==> src/rtl/seq_pkg.sv <==
// Shared types for the instruction sequencer: opcodes, FSM states, decode
// classes and instruction field positions.
package seq_pkg;

  localparam int OPC_MSB = 19;
  localparam int OPC_LSB = 16;
  localparam int ARG_W   = 16;

  typedef enum logic [3:0] {
    OP_NOP  = 4'h0,
    OP_LDA  = 4'h1,
    OP_NAD  = 4'h2,
    OP_SHL  = 4'h3,
    OP_SHR  = 4'h4,
    OP_RD   = 4'h5,
    OP_WR   = 4'h6,
    OP_JMP  = 4'h7,
    OP_JZ   = 4'h8,
    OP_JNZ  = 4'h9,
    OP_CALL = 4'hA,
    OP_RET  = 4'hB,
    OP_ILLC = 4'hC,
    OP_ILLD = 4'hD,
    OP_ILLE = 4'hE,
    OP_HALT = 4'hF
  } opcode_e;

  typedef enum logic [1:0] {
    ST_IDLE,
    ST_FETCH,
    ST_EXEC,
    ST_HALT
  } state_e;

  typedef enum logic [2:0] {
    JC_NONE,
    JC_JMP,
    JC_JZ,
    JC_JNZ,
    JC_CALL,
    JC_RET,
    JC_HALT
  } jump_e;

  typedef struct packed {
    logic arg;
    logic nad;
    logic shl;
    logic shr;
    logic read;
    logic write;
    logic acc;
  } strobes_t;

endpackage

==> src/rtl/seq_decode.sv <==
// Combinational opcode decoder: strobe set, jump class and illegal flag.
// CALL/RET are only legal when SEQUENCER_CALL_EN is defined.
module seq_decode
  import seq_pkg::*;
(
  input  logic [3:0] opcode,
  output strobes_t   strobes,
  output jump_e      jump,
  output logic       illegal
);

  opcode_e op;
  assign op = opcode_e'(opcode);

  always_comb begin
    strobes = '0;
    jump    = JC_NONE;
    illegal = 1'b0;
    case (op)
      OP_NOP: ;
      OP_LDA: begin strobes.arg   = 1'b1; strobes.acc = 1'b1; end
      OP_NAD: begin strobes.nad   = 1'b1; strobes.acc = 1'b1; end
      OP_SHL: begin strobes.shl   = 1'b1; strobes.acc = 1'b1; end
      OP_SHR: begin strobes.shr   = 1'b1; strobes.acc = 1'b1; end
      OP_RD:  begin strobes.read  = 1'b1; strobes.acc = 1'b1; end
      OP_WR:  strobes.write = 1'b1;
      OP_JMP: jump = JC_JMP;
      OP_JZ:  jump = JC_JZ;
      OP_JNZ: jump = JC_JNZ;
`ifdef SEQUENCER_CALL_EN
      OP_CALL: jump = JC_CALL;
      OP_RET:  jump = JC_RET;
`else
      OP_CALL: illegal = 1'b1;
      OP_RET:  illegal = 1'b1;
`endif
      OP_HALT: jump = JC_HALT;
      default: illegal = 1'b1;
    endcase
  end

endmodule

==> src/rtl/sequencer.sv <==
// Fetch/execute instruction sequencer with an optional return stack
// (enabled by defining SEQUENCER_CALL_EN).
module sequencer
  import seq_pkg::*;
#(
  parameter int ADDR_W      = 12,
  parameter int STACK_DEPTH = 4
) (
  input  logic              clk,
  input  logic              rst,
  input  logic              run,
  output logic              imem_req,
  output logic [ADDR_W-1:0] imem_addr,
  input  logic              imem_valid,
  input  logic [19:0]       imem_data,
  output logic [ARG_W-1:0]  arg,
  output logic              ctl_arg,
  output logic              ctl_nad,
  output logic              ctl_shl,
  output logic              ctl_shr,
  output logic              ctl_read,
  output logic              ctl_write,
  output logic              ctl_acc,
  input  logic              is_zero,
  output logic              halted,
  output logic              error,
  output logic [ADDR_W-1:0] pc
);

  state_e             state;
  logic [OPC_MSB:0]   ir;
  logic               zf;
  strobes_t           dec_strobes;
  strobes_t           exec_strobes;
  jump_e              dec_jump;
  logic               dec_illegal;
  logic [ADDR_W-1:0]  pc_inc;
  logic [ADDR_W-1:0]  target;

  seq_decode u_decode (
    .opcode  (ir[OPC_MSB:OPC_LSB]),
    .strobes (dec_strobes),
    .jump    (dec_jump),
    .illegal (dec_illegal)
  );

  assign pc_inc    = pc + ADDR_W'(1);
  assign target    = ir[ADDR_W-1:0];
  assign arg       = ir[ARG_W-1:0];
  assign imem_addr = pc;

  assign exec_strobes = (state == ST_EXEC) ? dec_strobes : '0;
  assign {ctl_arg, ctl_nad, ctl_shl, ctl_shr, ctl_read, ctl_write, ctl_acc} = exec_strobes;

`ifdef SEQUENCER_CALL_EN
  localparam int SP_W  = $clog2(STACK_DEPTH + 1);
  localparam int IDX_W = (STACK_DEPTH > 1) ? $clog2(STACK_DEPTH) : 1;

  logic [ADDR_W-1:0] stack_mem [STACK_DEPTH];
  logic [SP_W-1:0]   sp;
  logic [SP_W-1:0]   sp_dec;
  logic              stack_full;
  logic              stack_empty;
  logic              push;

  assign sp_dec      = sp - SP_W'(1);
  assign stack_full  = (sp == SP_W'(STACK_DEPTH));
  assign stack_empty = (sp == '0);
  assign push        = (state == ST_EXEC) && !dec_illegal && (dec_jump == JC_CALL) && !stack_full;

  // Stack contents need no reset; only the pointer defines validity.
  always_ff @(posedge clk) begin
    if (push) stack_mem[sp[IDX_W-1:0]] <= pc_inc;
  end
`endif

  always_ff @(posedge clk or posedge rst) begin
    if (rst) begin
      state    <= ST_IDLE;
      pc       <= '0;
      ir       <= '0;
      zf       <= 1'b0;
      error    <= 1'b0;
      halted   <= 1'b0;
      imem_req <= 1'b0;
`ifdef SEQUENCER_CALL_EN
      sp       <= '0;
`endif
    end else begin
      case (state)
        ST_IDLE: begin
          if (run) begin
            state    <= ST_FETCH;
            imem_req <= 1'b1;
          end
        end
        ST_FETCH: begin
          if (imem_valid) begin
            ir       <= imem_data;
            state    <= ST_EXEC;
            imem_req <= 1'b0;
          end
        end
        ST_EXEC: begin
          if (dec_strobes.acc) zf <= is_zero;
          state    <= ST_FETCH;
          imem_req <= 1'b1;
          pc       <= pc_inc;
          if (dec_illegal) begin
            state    <= ST_HALT;
            imem_req <= 1'b0;
            halted   <= 1'b1;
            error    <= 1'b1;
            pc       <= pc;
          end else begin
            case (dec_jump)
              JC_JMP: pc <= target;
              JC_JZ:  if (zf)  pc <= target;
              JC_JNZ: if (!zf) pc <= target;
              JC_HALT: begin
                state    <= ST_HALT;
                imem_req <= 1'b0;
                halted   <= 1'b1;
                pc       <= pc;
              end
`ifdef SEQUENCER_CALL_EN
              JC_CALL: begin
                if (stack_full) begin
                  state    <= ST_HALT;
                  imem_req <= 1'b0;
                  halted   <= 1'b1;
                  error    <= 1'b1;
                  pc       <= pc;
                end else begin
                  sp <= sp + SP_W'(1);
                  pc <= target;
                end
              end
              JC_RET: begin
                if (stack_empty) begin
                  state    <= ST_HALT;
                  imem_req <= 1'b0;
                  halted   <= 1'b1;
                  error    <= 1'b1;
                  pc       <= pc;
                end else begin
                  sp <= sp_dec;
                  pc <= stack_mem[sp_dec[IDX_W-1:0]];
                end
              end
`endif
              default: ;
            endcase
          end
        end
        ST_HALT: ;
        default: state <= ST_IDLE;
      endcase
    end
  end

endmodule

==> config.mk <==
export PLATFORM = sky130hd
export DESIGN_NAME = sequencer
export DESIGN_NICKNAME = d
export VERILOG_FILES = /design/src/rtl/seq_pkg.sv /design/src/rtl/seq_decode.sv /design/src/rtl/sequencer.sv
export SDC_FILE = /design/constraint.sdc
export NUM_CORES = 1
export LEC_CHECK = 0
export ABC_AREA = 0
export CORE_AREA = 4 4 75 77
export DETAILED_ROUTE_END_ITERATION = 10
export DIE_AREA = 0 0 79 81
export PLACE_DENSITY = 0.86
export RECOVER_POWER = 100
export SLEW_MARGIN = 25
export SYNTH_ARGS = -nofsm -noshare
export SYNTH_HDL_FRONTEND = slang
export SYNTH_SLANG_ARGS = --single-unit
==> constraint.sdc <==
create_clock -name clk -period 2.15 [get_ports clk]
set_input_delay 0.43 -clock clk [delete_from_list [all_inputs] [get_ports clk]]
set_output_delay 0.43 -clock clk [all_outputs]
set_load 0.01 [all_outputs]
==> impl_metrics.yaml <==
run_status:
  outcome: "complete, no violations"
setup_path:
  rr_startpoint: "ir[19]$_DFFE_PP0P_"
  path_class: "flip-flop to output pin"
  path_depth: 6
  slowest_stage: "dfrtp_1"
  end_kind: "output pin"
  path_buf_inv: 3
  r2r-end: "imem_addr[11]$_DFFE_PP0P_"
  crit_chain: "inv_1, ha_2, inv_2, or3_4, nor2_1, clkbuf_1"
  cp-start-kind: "flip-flop"
  r2r_cells: 6
  path_max_fanout: 3
  endpoint: "ctl_shl"
  r2r_slack_ns: 0.15
  crit_family: "simple AND/OR/NAND/NOR gates"
  crit_arrival_ns: 1.62
  cp-startpoint: "state[0]$_DFFE_PP0P_"
  cp_slowest_stage_delay_ns: 0.38
  cp.required_ns: 1.72
yosys:
  synthesis.instances: 217
  synth-edff-count: 0
  ys_warn_count: 0
  yosysTopAreaCellShare_pct: 43.2
  synth.area.top_cells: "dfrtp_1 (43%), mux2_2 (11%), buf_4 (9.9%), o21ai_0 (3.0%), ha_1 (2.8%)"
  syn_area_per_cell_um2: 10.2
  synth.most_common_cell: "dfrtp_1"
  synth_fp_nets: 247
  yosysTopAreaCell: "dfrtp_1"
  synth_seq_cells: 38
  synth_area_um2: 2200
  synth.distinct_cells: 45
  synth-async-reset-ratio_pct: 100
  ys_seq_area_share_pct: 43.2
  synthFlopType: "dfrtp_1"
  synth_common_cells: "dfrtp_1 (38), buf_4 (29), mux2_2 (21), inv_1 (16), o21ai_0 (13)"
sta:
  slew_viol_final: 0
  clock_skew_ns: 0.00615
  rsz0062_at_grt: "no"
  post-route-period-util_pct: 95.1
  period_minus_slack_ns: 2.05
  hold_violations: 0
  tightest_slew_ns: 0.929
  setup_viol: 0
  worst_slack_ns: 0.104
  fin_setup_tns_ns: 0
  fmax_mhz: 489
  max_slew_margin_pct: 38.1
floorplanning:
  core.rowCount: 26
  dieArea_um2: 6400
  die_w_um: 79
  boundaryPins: 75
  coreArea_um2: 5010
  dieHeight_um: 81
  initial_core_util_pct: 44.0
placement:
  gp_congestion: 0.826
  port_buffers: 74
  dpl.hpwl_mm: 3.74
  place_worst_setup_slack_ns: -0.0721
  place_area_um2: 2840
pwr:
  p_leak_nw: 1.24
  p_sw_mw: 1.47
  p_comb_share_pct: 50.9
  internal-power_mw: 2.31
  cellPowerDensity_nw_per_um2: 1290
  seq_power_share_pct: 35.9
  finalPower_mw: 3.78
  clockPowerShare_pct: 13.2
  vdd_drop_max_v: 0.000584
  switching_share_pct: 38.9
final_layout:
  nNetsFinal: 305
  layout-drive-gt1-share_pct: 20.3
  final_design_area_no_fill_um2: 2930
  fin_util_pct: 58.4
  antenna_cells: 0
  area_growth_pct: 32.9
grt:
  grt_usage_pct: 16.4
  grt_pass1_vias: 1720
  overflow: 0
  grt_max_degree: 39
  antenna_found_initial: 0
  grt_pass1_wl_mm: 8.31
clocking:
  cts_made_buffers: 5
  cts_root_buf: "clkbuf_8"
  cts.clk_slew.worst_paths_ns: 0.07
  cts_tree: "built"
  clockBufferDepth: 2
  numClockSinks: 38
  h-tree-depth: 2
  insertion_delay_ns: 0.28
detailed_routing:
  vias: 1788
  routed_wl_mm: 5.07
  drtPass1Iterations: 4
  drt_first_iter_violations: 164
  antenna_left: 0
  wl_per_cell_um: 14.6
  vias_per_cell: 5.17
  drc: 0
hold_path:
  hold_class: "flip-flop to flip-flop"
job:
  cap_violations: 0
[what timing repair did]
item / 4_1_cts / 5_1_grt
resized for setup: 18 / 7
hold buffers: 0 / 0
endpoints found under the setup margin: 7 / 4
pin swaps: 1 / 0
buffers inserted: 1 / 0
endpoints found under the hold margin: 0 / 0
[layout by cell type, fill, tap and decap left out, types with 2 or more instances in the layout]
| cell | synthesis | routed |
|---|---|---|
| inv_1 | 16 | 15 |
| dlygate4sd2_1 | 0 | 3 |
| mux2_2 | 21 | 21 |
| or2_2 | 2 | 2 |
| nor3_1 | 7 | 7 |
| clkbuf_8 | 0 | 6 |
| dfrtp_1 | 38 | 38 |
| clkbuf_4 | 1 | 2 |
| nor2_1 | 8 | 7 |
| nor4_1 | 2 | 2 |
| o21ai_0 | 13 | 13 |
| a32oi_1 | 5 | 5 |
| o211ai_1 | 3 | 3 |
| clkbuf_1 | 2 | 4 |
| clkdlybuf4s50_1 | 0 | 23 |
| clkbuf_2 | 1 | 6 |
| nand2_1 | 10 | 10 |
| nand2b_1 | 5 | 5 |
| buf_4 | 29 | 7 |
| or4_1 | 2 | 2 |
| a21oi_1 | 5 | 5 |
| nand3_1 | 12 | 12 |
| ha_1 | 5 | 4 |
| dlygate4sd3_1 | 0 | 44 |
| nand4_1 | 3 | 3 |
[per-layer routing]
layer / GRT usage (%) / up-vias / share of wire, %
met5: 0 / - / 0
met4: 5.15 / 0 / 1.1
met3: 4.32 / 6 / 6.5
met2: 26.5 / 61 / 51
met1: 21.5 / 872 / 42
li1: - / 849 / -
[power groups by stage]
stage	combinational, mW	sequential, mW	clock [mW]
finish	1.93	1.36	0.500
CTS	2.09	1.37	0.513
global route	2.09	1.42	0.550
detailed placement	2.07	1.37	0
floorplan	1.41	1.34	0
global placement	2.02	1.35	0
[worst reg2reg max path, stage by stage, from the launching register on]
cell	delay, ns
dfrtp_1	0.37
clkbuf_2	0.21
or3b_1	0.42
o22ai_2	0.13
clkbuf_2	0.37
o21ai_0	0.17
a211oi_1	0.24
[worst min-delay path by stage]
stage / slack (ns) / from / depth (start not counted) / endpoint
after floorplan: 0.48 / ir[12]$_DFFE_PP0P_ / 1 / ir[12]$_DFFE_PP0P_
after global placement: 0.46 / error$_DFFE_PP0P_ / 1 / error$_DFFE_PP0P_
after detailed placement: 0.46 / error$_DFFE_PP0P_ / 1 / error$_DFFE_PP0P_
after CTS: 0.48 / error$_DFFE_PP0P_ / 1 / error$_DFFE_PP0P_
after global routing: 0.50 / error$_DFFE_PP0P_ / 1 / error$_DFFE_PP0P_
final: 0.46 / halted$_DFFE_PP0P_ / 1 / halted$_DFFE_PP0P_
[flip-flops by register name (all words and copies together), names as in the netlist]
| name | count |
|---|---|
| zf | 1 |
| imem_req | 1 |
| halted | 1 |
| error | 1 |
| imem_addr | 12 |
| ir | 20 |
| state | 2 |
[cell families (layout without fill, tap and decap cells)]
family                   after synthesis  in the layout  share of synthesized area, %
multiplexers                          22             22                          11.2
flip-flops                            38             38                          43.2
AND/OR/NAND/NOR                       61             61                          15.0
AO/OA/AOI/OAI                         36             36                          11.2
XOR/XNOR                               1              1                         0.398
buffers and inverters                 54            113                          16.2
adder cells (fa/ha/maj)                5              5                          2.84
[through the flow]
| step | cells | hold WS, ns |
|---|---|---|
| 2_1_floorplan | 217 | 0.481 |
| 3_3_place_gp | 337 | 0.457 |
| 3_5_place_dp | 337 | 0.458 |
| 4_1_cts | 346 | 0.476 |
| 5_1_grt | 346 | 0.498 |
| 6_report | 346 | 0.461 |
[final cells by class]
cell class | count | area (um^2)
Clock buffer | 7 | 86.3
Clock inverter | 1 | 5.00
Fill cell | 464 | 2080
Inverter | 16 | 60.1
Multi-Input combinational cell | 125 | 921
Sequential cell | 38 | 951
Tap cell | 70 | 87.6
Timing Repair Buffer | 89 | 817
Note: power is estimated with default switching activity, not from simulation.
